File: src/rtl/hsv_pkg.sv
// Shared widths, constants and FSM state type for the hsv2rgb scheduling datapath.
package hsv_pkg;

   localparam int unsigned H_W   = 25;
   localparam int unsigned SV_W  = 18;
   localparam int unsigned RGB_W = 10;

   localparam logic [H_W-1:0]  HUE_360  = 25'h1680000;
   localparam logic [SV_W-1:0] ONE_2P16 = 18'h10000;

   typedef enum logic {IDLE, HOLD} state_e;

endpackage

File: src/rtl/rr_burst_arb.sv
// Round-robin arbiter with burst hold: the owner keeps the grant for up to BURST
// consecutive accepts, then the others are searched first starting after the owner.
module rr_burst_arb
   import hsv_pkg::*;
#(
   parameter int unsigned N_REQ = 4,
   parameter int unsigned IDW   = 2,
   parameter int unsigned BURST = 4
) (
   input  logic                         i_clk,
   input  logic                         i_rst_n,
   input  logic [N_REQ-1:0]             i_valid,
   input  logic                         i_accept,
   output logic [N_REQ-1:0]             o_grant,
   output logic [IDW-1:0]               o_gnt_id,
   output logic [IDW-1:0]               o_owner,
   output logic [IDW-1:0]               o_ptr,
   output logic [$clog2(BURST+1)-1:0]   o_cnt
);

   localparam int unsigned CNT_W = $clog2(BURST + 1);

   state_e             r_state, w_state_d;
   logic [IDW-1:0]     r_owner, w_owner_d;
   logic [IDW-1:0]     r_ptr, w_ptr_d;
   logic [CNT_W-1:0]   r_cnt, w_cnt_d;

   logic [IDW-1:0]     w_owner_inc;
   logic [IDW-1:0]     w_base;
   logic               w_rearb;
   logic               w_found;
   logic [IDW-1:0]     w_pick;
   int unsigned        w_idx;

   assign w_owner_inc = (r_owner == IDW'(N_REQ - 1)) ? '0 : r_owner + IDW'(1);
   assign w_rearb     = (r_state == HOLD) &&
                        (!i_valid[r_owner] || (r_cnt == CNT_W'(BURST)));
   assign w_base      = (r_state == IDLE) ? r_ptr : w_owner_inc;

   // Scanning N_REQ slots from owner+1 visits the owner last, giving others priority.
   always_comb begin
      w_found = 1'b0;
      w_pick  = '0;
      w_idx   = 0;
      for (int unsigned i = 0; i < N_REQ; i++) begin
         w_idx = int'(w_base) + i;
         if (w_idx >= N_REQ) w_idx = w_idx - N_REQ;
         if (!w_found && i_valid[IDW'(w_idx)]) begin
            w_found = 1'b1;
            w_pick  = IDW'(w_idx);
         end
      end
   end

   always_comb begin
      w_state_d = r_state;
      w_owner_d = r_owner;
      w_ptr_d   = r_ptr;
      w_cnt_d   = r_cnt;
      o_grant   = '0;
      o_gnt_id  = r_owner;
      unique case (r_state)
         IDLE: begin
            if (w_found) begin
               o_grant   = N_REQ'(1) << w_pick;
               o_gnt_id  = w_pick;
               w_state_d = HOLD;
               w_owner_d = w_pick;
               w_cnt_d   = CNT_W'(1);
            end
         end
         HOLD: begin
            if (!w_rearb) begin
               o_grant[r_owner] = 1'b1;
               if (i_accept) w_cnt_d = r_cnt + CNT_W'(1);
            end else begin
               w_ptr_d = w_owner_inc;
               if (w_found) begin
                  o_grant   = N_REQ'(1) << w_pick;
                  o_gnt_id  = w_pick;
                  w_owner_d = w_pick;
                  w_cnt_d   = CNT_W'(1);
               end else begin
                  w_state_d = IDLE;
                  w_cnt_d   = '0;
               end
            end
         end
         default: w_state_d = IDLE;
      endcase
   end

   always_ff @(posedge i_clk or negedge i_rst_n) begin
      if (!i_rst_n) begin
         r_state <= IDLE;
         r_owner <= '0;
         r_ptr   <= '0;
         r_cnt   <= '0;
      end else begin
         r_state <= w_state_d;
         r_owner <= w_owner_d;
         r_ptr   <= w_ptr_d;
         r_cnt   <= w_cnt_d;
      end
   end

   assign o_owner = r_owner;
   assign o_ptr   = r_ptr;
   assign o_cnt   = r_cnt;

endmodule

File: src/rtl/hsv2rgb_sched.sv
// Shares one fixed-latency hsv2rgb converter among N_REQ requesters; a tag pipeline
// matched to the converter latency returns each result with its requester ID.
module hsv2rgb_sched
   import hsv_pkg::*;
#(
   parameter int unsigned N_REQ    = 4,
   parameter int unsigned IDW      = 2,
   parameter int unsigned PIPE_LAT = 10,
   parameter int unsigned BURST    = 4
) (
   input  logic                    CLK,
   input  logic                    RST_N,
   input  logic [N_REQ-1:0]        req_valid,
   output logic [N_REQ-1:0]        req_ready,
   input  logic [H_W*N_REQ-1:0]    req_h,
   input  logic [SV_W*N_REQ-1:0]   req_s,
   input  logic [SV_W*N_REQ-1:0]   req_v,
   output logic [H_W-1:0]          cnv_h,
   output logic [SV_W-1:0]         cnv_s,
   output logic [SV_W-1:0]         cnv_v,
   input  logic [RGB_W-1:0]        cnv_r,
   input  logic [RGB_W-1:0]        cnv_g,
   input  logic [RGB_W-1:0]        cnv_b,
   output logic                    rsp_valid,
   output logic [IDW-1:0]          rsp_id,
   output logic [RGB_W-1:0]        rsp_r,
   output logic [RGB_W-1:0]        rsp_g,
   output logic [RGB_W-1:0]        rsp_b,
   output logic                    busy
);

   localparam int unsigned CNT_W = $clog2(BURST + 1);

   logic [N_REQ-1:0]            w_grant;
   logic [IDW-1:0]              w_gnt_id;
   logic [IDW-1:0]              w_owner;
   logic [IDW-1:0]              w_ptr;
   logic [CNT_W-1:0]            w_cnt;
   logic                        w_acc;
   logic                        w_unused_arb;

   logic [H_W-1:0]              r_cnv_h;
   logic [SV_W-1:0]             r_cnv_s;
   logic [SV_W-1:0]             r_cnv_v;
   logic [PIPE_LAT:0]           r_tag_vld;
   logic [PIPE_LAT:0][IDW-1:0]  r_tag_id;
   logic                        r_rsp_valid;
   logic [IDW-1:0]              r_rsp_id;
   logic [RGB_W-1:0]            r_rsp_r, r_rsp_g, r_rsp_b;
   logic                        r_busy;

   rr_burst_arb #(
      .N_REQ (N_REQ),
      .IDW   (IDW),
      .BURST (BURST)
   ) u_arb (
      .i_clk    (CLK),
      .i_rst_n  (RST_N),
      .i_valid  (req_valid),
      .i_accept (w_acc),
      .o_grant  (w_grant),
      .o_gnt_id (w_gnt_id),
      .o_owner  (w_owner),
      .o_ptr    (w_ptr),
      .o_cnt    (w_cnt)
   );

   assign w_unused_arb = ^{w_owner, w_ptr, w_cnt};
   assign req_ready    = w_grant;
   assign w_acc        = |(req_valid & w_grant);

   // Idle cycles drive zeros so the converter always sees a defined hue sector.
   always_ff @(posedge CLK or negedge RST_N) begin
      if (!RST_N) begin
         r_cnv_h <= '0;
         r_cnv_s <= '0;
         r_cnv_v <= '0;
      end else if (w_acc) begin
         r_cnv_h <= req_h[w_gnt_id*H_W +: H_W];
         r_cnv_s <= req_s[w_gnt_id*SV_W +: SV_W];
         r_cnv_v <= req_v[w_gnt_id*SV_W +: SV_W];
      end else begin
         r_cnv_h <= '0;
         r_cnv_s <= '0;
         r_cnv_v <= '0;
      end
   end

   always_ff @(posedge CLK or negedge RST_N) begin
      if (!RST_N) begin
         r_tag_vld <= '0;
         r_tag_id  <= '0;
      end else begin
         r_tag_vld <= {r_tag_vld[PIPE_LAT-1:0], w_acc};
         r_tag_id  <= {r_tag_id[PIPE_LAT-1:0], w_gnt_id};
      end
   end

   always_ff @(posedge CLK or negedge RST_N) begin
      if (!RST_N) begin
         r_rsp_valid <= 1'b0;
         r_rsp_id    <= '0;
         r_rsp_r     <= '0;
         r_rsp_g     <= '0;
         r_rsp_b     <= '0;
         r_busy      <= 1'b0;
      end else begin
         r_rsp_valid <= r_tag_vld[PIPE_LAT];
         if (r_tag_vld[PIPE_LAT]) begin
            r_rsp_id <= r_tag_id[PIPE_LAT];
            r_rsp_r  <= cnv_r;
            r_rsp_g  <= cnv_g;
            r_rsp_b  <= cnv_b;
         end
         r_busy <= (|r_tag_vld) | (|req_valid);
      end
   end

   assign cnv_h     = r_cnv_h;
   assign cnv_s     = r_cnv_s;
   assign cnv_v     = r_cnv_v;
   assign rsp_valid = r_rsp_valid;
   assign rsp_id    = r_rsp_id;
   assign rsp_r     = r_rsp_r;
   assign rsp_g     = r_rsp_g;
   assign rsp_b     = r_rsp_b;
   assign busy      = r_busy;

endmodule

File: config.mk
export PLATFORM = sky130hd
export DESIGN_NAME = hsv2rgb_sched
export DESIGN_NICKNAME = d
export VERILOG_FILES = /design/src/rtl/hsv_pkg.sv /design/src/rtl/rr_burst_arb.sv /design/src/rtl/hsv2rgb_sched.sv
export SDC_FILE = /design/constraint.sdc
export NUM_CORES = 1
export LEC_CHECK = 0
export CAP_MARGIN = 30
export CORE_AREA = 2 2 146 148
export CTS_CLUSTER_SIZE = 30
export DETAILED_ROUTE_END_ITERATION = 10
export DIE_AREA = 0 0 148 150
export PLACE_DENSITY = 0.69
export SETUP_SLACK_MARGIN = 0.15
export SYNTH_ARGS = -nofsm -noshare
export SYNTH_HDL_FRONTEND = slang
export SYNTH_HIERARCHICAL = 1
export SYNTH_SLANG_ARGS = --single-unit
File: constraint.sdc
create_clock -name CLK -period 3.7 [get_ports CLK]
set_clock_uncertainty 0.1 [all_clocks]
set_input_delay 0.74 -clock CLK [delete_from_list [all_inputs] [get_ports CLK]]
set_output_delay 0.74 -clock CLK [all_outputs]
set_load 0.01 [all_outputs]
Yosys cells after proc, flatten, opt, wreduce, memory -nomap -nowiden:

Cells that the tools add are included.

* bits in latches: 0
* memories: 0
* RAM bits: 0
* input bits: 280
* output and inout port bits: 99
* bits in read-only memories: 0
* register bits: 134

* reductions and logical operators: 15
* add/subtract/negate cells: 9
* shift operators: 4
* div/mod/pow operators: 0
* equal/unequal tests: 4
* bitwise gates (word level): 3
* $lt $le $gt $ge: 10
* mux-type cells: 43
* multiply operators: 2

Operators by type and width (number)
* variable part select 72 x 8 -> 18 bit: 2
* variable part select 100 x 8 -> 25 bit: 1
* 2-to-1 mux 18 bit: 2
* 2-to-1 mux 25 bit: 1
* 2-to-1 mux 2 bit: 12
* < comparator 2 x 3 -> 1 bit, second input constant: 5
* 2-to-1 mux 1 bit: 13
* OR reduction 11 bit: 1
* binary-select mux 1 bit (select 2 bit): 5
* >= comparator 3 bit, second input constant: 3
* 2-to-1 mux 3 bit: 3
* 2-to-1 mux 4 bit: 2
* case mux 4 bit (2 select lines): 1
* OR reduction 4 bit: 2
* subtractor 2 x 1 -> 2 bit, second input constant: 4
* multiplier 2 x 5 -> 7 bit, second input constant: 1
* adder 2 x 2 -> 3 bit, second input constant: 2
* multiplier 2 x 4 -> 6 bit, second input constant: 1
* case mux 3 bit (2 select lines): 1
* logical AND 1 bit: 5
* AND 4 bit: 1
* zero test 1 bit: 4
* case mux 2 bit (2 select lines): 1
* AND reduction 2 bit: 2
* other kinds (15): 15

Logic depth before layout (Yosys ltp):

Gate-level depths: netlist of run 1.

* depth in word-level cells: 26
* mapped depth: 13

Hierarchy:

Netlist of run 1, hierarchy kept.

Modules (own cells, without submodules)
* hsv2rgb_sched: sequential area each 3203.1 µm², instances 1, cells an instance 320, area each 5676.7 µm²
* rr_burst_arb: sequential area each 200.2 µm², instances 1, cells an instance 89, area each 759.5 µm²

Worst setup path before layout of run 1:

OpenSTA, ideal clock, no wires.

* path kind: input-to-reg
* start point: input req_valid[2]
* end point: register u_arb.r_cnt[0], in the netlist u_arb/o_cnt[0]
* data arrival time: 3.231 ns
* stages: 10
* path slack: 0.243 ns
* path buffers: 2
* library setup time: 0.126 ns
* cell sequence: buf_4 -> mux4_2 -> and3_4 -> and2_2 -> a41o_2 -> a22oi_1 -> clkbuf_1 -> nand2_1 -> and3_4 -> a221o_1

* cells in the longest elaborated chain, start to end: 20

Ends and longest elaborated chain
* start, declared: RTL line hsv2rgb_sched.sv:13 `input logic [N_REQ-1:0] req_valid,`
* binary-select mux 1 bit (select 2 bit): RTL line rr_burst_arb.sv:48 `if (!w_found && i_valid[IDW'(w_idx)]) begin`
* 2-to-1 mux 1 bit (implied by the code): RTL line rr_burst_arb.sv:48
* 2-to-1 mux 1 bit: RTL line rr_burst_arb.sv:48
* zero test 1 bit: RTL line rr_burst_arb.sv:48
* logical AND 1 bit: RTL line rr_burst_arb.sv:48
* 2-to-1 mux 1 bit: RTL line rr_burst_arb.sv:48
* zero test 1 bit: RTL line rr_burst_arb.sv:48
* logical AND 1 bit: RTL line rr_burst_arb.sv:48
* [... 6 more ...]
* 2-to-1 mux 4 bit: RTL line rr_burst_arb.sv:73 `if (!w_rearb) begin`
* case mux 4 bit (2 select lines) *: RTL line rr_burst_arb.sv:62 `unique case (r_state)`
* net req_ready[3]: RTL line hsv2rgb_sched.sv:14 `output logic [N_REQ-1:0] req_ready,`
* AND 4 bit *: RTL line hsv2rgb_sched.sv:70 `assign w_acc = |(req_valid & w_grant);`
* OR reduction 4 bit *: RTL line hsv2rgb_sched.sv:70
* net w_acc: RTL line hsv2rgb_sched.sv:39 `logic w_acc;`
* != test 3 bit (no source line) *
* AND reduction 2 bit (no source line) *
* end signal, assigned: RTL line rr_burst_arb.sv:103 `r_cnt <= w_cnt_d;`
* end, declared: RTL line rr_burst_arb.sv:26 `logic [CNT_W-1:0] r_cnt, w_cnt_d;`

Mark *: on every way through the listed nets, which the timed path passes. The rest lies on a longest branch. The select of a mux whose other input is x is not followed.
A chain may end at the register's enable or synchronous reset.

Worst setup path in the final report of run 1:

* start point: input req_valid[3]
* end point: output req_ready[2]

* cells in the longest elaborated chain, start to end: 16

Ends and longest elaborated chain (RTL line)
* binary-select mux 1 bit (select 2 bit): rr_burst_arb.sv:48
* 2-to-1 mux 1 bit (implied by the code): rr_burst_arb.sv:48
* 2-to-1 mux 1 bit: rr_burst_arb.sv:48
* zero test 1 bit: rr_burst_arb.sv:48
* logical AND 1 bit: rr_burst_arb.sv:48
* 2-to-1 mux 1 bit: rr_burst_arb.sv:48
* zero test 1 bit: rr_burst_arb.sv:48
* logical AND 1 bit: rr_burst_arb.sv:48
* 2-to-1 mux 1 bit: rr_burst_arb.sv:48
* zero test 1 bit: rr_burst_arb.sv:48
* logical AND 1 bit: rr_burst_arb.sv:48
* 2-to-1 mux 2 bit: rr_burst_arb.sv:48
* left shift 1 x 2 -> 4 bit: rr_burst_arb.sv:65, rr_burst_arb.sv:79
* 2-to-1 mux 4 bit: rr_burst_arb.sv:64, rr_burst_arb.sv:78
* 2-to-1 mux 4 bit: rr_burst_arb.sv:73
* case mux 4 bit (2 select lines) *: rr_burst_arb.sv:62
* end, declared: hsv2rgb_sched.sv:14

Every way passes the cells marked *; elsewhere a longest branch is shown, timed or not. The select of a mux whose other input is x is not followed.

==> results of run 1 <==
==> per-layer routing <==
metal / up-vias / global-route usage, % / routed length, µm
met1: 2600 / 23.2 / 8290
met4: 2 / 7.14 / 591
met3: 50 / 7.35 / 1870
met5: - / 0 / 13
li1: 2339 / - / -
met2: 280 / 34.4 / 11700
==> final timing paths <==
| kind | to | cells past startpoint |
|---|---|---|
| worst min register to register | r_tag_id[9] | 0 |
| min in group CLK | r_tag_id[9] | 0 |
| worst min-delay path | rsp_g[5] | 1 |
| worst max register to register | cnv_h[24] | 10 |
| max in group asynchronous | cnv_h[22] | 2 |
| worst max-delay path | req_ready[2] | 7 |
==> power breakdown <==
| group | leakage [nW] | internal, W | total (W) | switching (W) |
|---|---|---|---|---|
| Combinational | 2.56 | 0.00278 | 0.00475 | 0.00197 |
| Sequential | 1.69 | 0.00214 | 0.00239 | 0.000254 |
| Clock | 0.308 | 0.00123 | 0.00183 | 0.000604 |
==> cell type report <==
cell class | instances | area (µm²)
repair buffers | 402 | 4050
multi-input cells | 230 | 2770
fillers | 1763 | 9460
clock inverters | 8 | 168
inverters | 8 | 30.0
flip-flops and latches | 136 | 3400
clock buffers | 24 | 472
well taps | 275 | 344
==> through the flow <==
step | setup slack, ns | hold slack, ns | utilization, % | setup TNS, ns | total power, W
after global placement | -0.00787 | 0.232 | 51.2 | -0.00787 | 0.00714
after floorplan | 0.243 | 0.231 | - | 0 | 0.00535
after CTS | 0.245 | 0.136 | 54.3 | 0 | 0.00910
after global routing | 0.155 | 0.145 | 54.3 | 0 | 0.00950
after detailed placement | -0.0238 | 0.235 | 51.2 | -0.0449 | 0.00724
final | 0.220 | 0.135 | 54.3 | 0 | 0.00897
==> worst max-delay path, cell delays in order <==
cell and delay, ns:
clkdlybuf4s50_1 0.43, mux4_2 0.51, and3_4 0.22, buf_4 0.16, a21oi_1 0.18, a21oi_2 0.10
dlygate4sd2_1 0.30
==> cells by family after synthesis <==
kind of cell	Yosys count
muxes	100
and+or+nand+nor	32
adders and majority gates	6
AOI/OAI and AO/OA	92
DFF	136
buffers and inverters	43
==> synth_stat cells (3+ instances only) <==
master    instances
mux2i_1           3
nor4_1            4
clkbuf_1         14
a21boi_1         44
nor3_1            5
a21oi_1           8
nor2_1            5
nand2_1           8
buf_12            6
mux4_2           61
buf_6             3
inv_1             8
ha_1              6
dfrtp_1         136
a21boi_0         18
mux2_2           35
buf_2            10
o21ai_0           7
==> timing repair <==
action                                  CTS  global route
gates resized for setup                   6             1
pin swaps                                 1             0
endpoints found under the setup margin    4             1
==> flip-flops by register name (all words and copies together) (netlist names), 10 cells and up <==
name       cells
cnv_h         25
r_tag_id      22
cnv_s         18
cnv_v         18
r_tag_vld     11
rsp_b         10
rsp_g         10
rsp_r         10
==> results.toml, run 1 <==
[power_and_ir_drop]
power_density_nw_per_um2 = 799
ir_drop_mv = 0.406
power_leakage_nw = 4.56

[yosys]
synth_top_family_by_area = "multiplexers"
synth_edf_count = 0
synth_top_area_share_pct = 52.9
async_flop_share_pct = 100
seq_area_frac_synth_pct = 52.9
synthAdderAreaFrac_pct = 1.17
synth_compound_area_share_pct = 10.3
synthXorXnorAreaFrac_pct = 0
synth_fp_nets = 695
yosys.area.top_type = "dfrtp_1"
yosys_warnings = 6
synthTopCellsByArea = "dfrtp_1, mux4_2, mux2_2, a21boi_1, a21boi_0"
synth-simple-area-share_pct = 2.72
synth_top_flop_cell = "dfrtp_1"
ys_seq_elements = 136
syn_area_per_cell_um2 = 15.7
syn_inst = 409
synthDistinctLibCells = 40
synth.cell_area_um2 = 6440
synth.area.mux_share_pct = 28.3

[finish]
syn2layout_area_growth_pct = 74.6
drive_above_1_share_pct = 19.9
final_nets = 1081
layout_common_cells = "clkdlybuf4s50_1, dfrtp_1, mux4_2"
final_common_cell = "clkdlybuf4s50_1"
fin_area_um2 = 11200
antennaDiodeCount = 0
instances_no_fill = 1083

[clock_network]
clkLatencyLatePin_ns = 0.41
root_buffer = "clkbuf_16"
cts_hold_buf = 0
path_clk_slew_ns = 0.05
htree_levels = 4
numCtsBuffers = 17
cts.sinks = 136
clock_path_buffers = 2
tritoncts = "yes"
post_cts_buffers = 0

[routing]
ant_nets = 0
post-route-drc-count = 0
via_per_inst = 4.87
drt_first_pass_iters = 5
avgRoutedWirePerCell_um = 20.7
drtIter0Drc = 206
wl_um = 22400
vias = 5271

[floorplanning]
rows = 53
die_w_um = 148
die_y_um = 150
start_util_pct = 31.1
design.core.area_um2 = 20700
io_pins = 379
die_area_um2 = 22200

[worst_setup_path]
critPathLaunchType = "input port"
startpoint = "req_valid[3]"
end_kind = "output port"
crit_arrival_ns = 2.64
crit_type = "in -> out"
r2r_start = "u_arb/o_owner[1]"
cp.required_ns = 2.86
rrSetupSlack_ns = 0.38
path_max_fanout = 7

[grt]
grt_usage_pct = 20.1
grt_overflow = 0
grt_max_degree = 95
antenna_found_initial = 1
grt_pass1_vias = 5607
grt_pass1_wl_um = 33000

[place]
dpl.cell_count = 1051
gp_congestion = 0.939
dp_hpwl_um = 17700
placed_cell_area_um2 = 10600
io_buffers = 378

[timing]
fmax_mhz = 287
slew_viol_final = 0
slew_headroom_pct = 64.4
hold_viol = 0
rsz0062_at_grt = "false"
period_minus_slack_ns = 3.48
tightest_slew_ns = 0.519
setup_viol = 0
fin_crit_sh_pct = 94.1

[min_path]
hold_class = "in -> async"

[outcome]
status = "completed"

[job]
cap_violations = 0
No activity file was read; power rests on OpenSTA's default activity.
==> run 2: changes to the inputs <==
--- a/config.mk
+++ b/config.mk
@@ -16,3 +16,4 @@
 export SYNTH_HDL_FRONTEND = slang
 export SYNTH_HIERARCHICAL = 1
 export SYNTH_SLANG_ARGS = --single-unit
+export TNS_END_PERCENT = 100
==> results of run 2 <==
Same layout as run 1: the final DEF is identical, and so are final timing and power.
==> run 3: changes to the inputs <==
--- a/config.mk
+++ b/config.mk
@@ -11,6 +11,7 @@
 export DETAILED_ROUTE_END_ITERATION = 10
 export DIE_AREA = 0 0 148 150
 export PLACE_DENSITY = 0.69
+export REMOVE_ABC_BUFFERS = 1
 export SETUP_SLACK_MARGIN = 0.15
 export SYNTH_ARGS = -nofsm -noshare
 export SYNTH_HDL_FRONTEND = slang
==> run 3 against run 2 <==
  * First-iteration DRC count grew 9.2%
  * Setup slack lost 0.028 ns
  * Global-route usage shrank 0.21 points
  * Maximum frequency shrank 0.80%
  * Count of clock-buffer cells in the layout shrank 4
==> results.toml, run 3 (same netlist as run 1, synthesis figures left out) <==
[outcome]
status = "completed"

[job]
cap_violations = 0

[clock_network]
numCtsBuffers = 17
cts.sinks = 136
root_buffer = "clkbuf_16"
cts_hold_buf = 0
htree_levels = 4
clock_path_buffers = 2
path_clk_slew_ns = 0.06
tritoncts = "yes"
clkLatencyLatePin_ns = 0.42

[place]
dp_hpwl_um = 17500
pre_cts_ws_ns = -0.0146
io_buffers = 378
gp_congestion = 0.881

[floorplanning]
die_w_um = 148
design.core.area_um2 = 20700
rows = 53
die_area_um2 = 22200
die_y_um = 150
start_util_pct = 31.1
io_pins = 379

[finish]
antennaDiodeCount = 0
largest_reg_flops = 25
layout_common_cells = "clkdlybuf4s50_1, dfrtp_1, mux4_2"
final_util_pct = 54.2
regArea_um2 = 3400
multi_input_area_um2 = 2760
syn2layout_area_growth_pct = 74.4
drive_above_1_share_pct = 20.8
final_common_cell = "clkdlybuf4s50_1"
final_nets = 1086
fill_cells = 1745

[timing]
slew_headroom_pct = 48.7
fin_crit_sh_pct = 94.8
tightest_slew_ns = 0.769
rsz0062_at_grt = "false"
period_minus_slack_ns = 3.51
setup_viol = 0
slew_viol_final = 0
hold_viol = 0
fin_ws_ns = 0.192
fmax_mhz = 285

[worst_setup_path]
cp.required_ns = 2.86
r2r_cells = 10
path_max_fanout = 7
r2r_start = "u_arb/o_owner[1]"
reg2reg_to = "cnv_v[7]"
critical-path-top-delay-family = "buffers and inverters"
crit_path_max_incr_delay_ns = 0.52
path_cells = "clkdlybuf4s50_1 -> mux4_2 -> and3_4 -> and2_2 -> a41o_2 -> dlygate4sd2_1"
critPathLaunchType = "input port"
critPathSlowestCell = "mux4_2"
crit_arrival_ns = 2.67
cp.depth = 6
end_kind = "output port"
crit_type = "in -> out"
rrSetupSlack_ns = 0.40
cp_num_buf_inv = 2

[power_and_ir_drop]
power_density_nw_per_um2 = 788
power_leakage_nw = 4.55
ir_drop_mv = 0.315

[routing]
wl_um = 21800
drt_first_pass_iters = 4
ant_nets = 0
vias = 5305
avgRoutedWirePerCell_um = 20.1
via_per_inst = 4.88
drtIter0Drc = 225
post-route-drc-count = 0

[grt]
grt_max_degree = 85
grt_overflow = 0
grt_usage_pct = 19.9
antenna_found_initial = 0
grt_pass1_vias = 5722
grt_pass1_wl_um = 33000

[min_path]
worstHoldStart = "r_tag_id[3]"
min_to = "r_tag_id[5]"
hold_class = "reg -> reg"
hold_path_depth = 0
## run 3: cell count changes in the layout (fill, tap and decap cells not counted)
cell | previous run | this run
buf_4 | 17 | 23
clkbuf_1 | 5 | 1
bufinv_16 | 5 | 2
clkinv_4 | 0 | 3
clkinvlp_4 | 1 | 4
inv_6 | 0 | 3
buf_12 | 7 | 5
clkinv_2 | 2 | 0
buf_16 | 0 | 1
o31ai_1 | 0 | 1
o31ai_2 | 1 | 0
## run 3: layout make-up
class / instances / share of cell area, %
clock buffer: 20 / 4.07
clock inverter: 12 / 1.27
inverter: 8 / 0.268
multi-input combinational: 230 / 24.6
sequential: 136 / 30.3
tap: 275 / 3.07
timing repair buffer: 407 / 36.4
## run 3: worst max path at each step
stage	start	endpoint	slack, ns
2_1_floorplan	req_valid[3]	cnv_h[24]	-10.63
4_1_cts	req_valid[3]	req_ready[3]	0.19
5_1_grt	req_valid[3]	req_ready[2]	0.17
3_5_place_dp	req_valid[3]	req_ready[3]	-0.01
3_3_place_gp	req_valid[3]	req_ready[1]	0.06
6_report	req_valid[3]	req_ready[3]	0.19
## run 3: stage by stage
step                      cell area, µm²  TNS (ns)  hold WS [ns]  cells  power [W]
after floorplan                     6170   -646.36         0.231    374    0.00539
after global placement             10600         0         0.231   1054    0.00715
after detailed placement           10600   -0.0376         0.235   1055    0.00729
after CTS                          11200         0         0.246   1088    0.00900
after global routing               11200         0         0.254   1088    0.00942
final                              11200         0         0.242   1088    0.00885
## run 3: what timing repair did
action                                  4_1_cts  5_1_grt
gates resized for setup                       6        0
buffers inserted                              1        0
endpoints found under the setup margin        4        0
## run 3: per-layer routing
layer	part of all wire (%)	GRT usage, %
met5	0	0
met4	1.8	5.86
met3	8.4	7.01
met2	53	34.8
met1	37	23.0
## run 3: power breakdown
| group | total (W) | internal, W | leakage [nW] | switching [W] |
|---|---|---|---|---|
| sequential | 0.00240 | 0.00214 | 1.69 | 0.000263 |
| clock | 0.00168 | 0.00104 | 0.280 | 0.000643 |
| combinational | 0.00477 | 0.00280 | 2.58 | 0.00197 |
| total | 0.00885 | 0.00597 | 4.55 | 0.00288 |
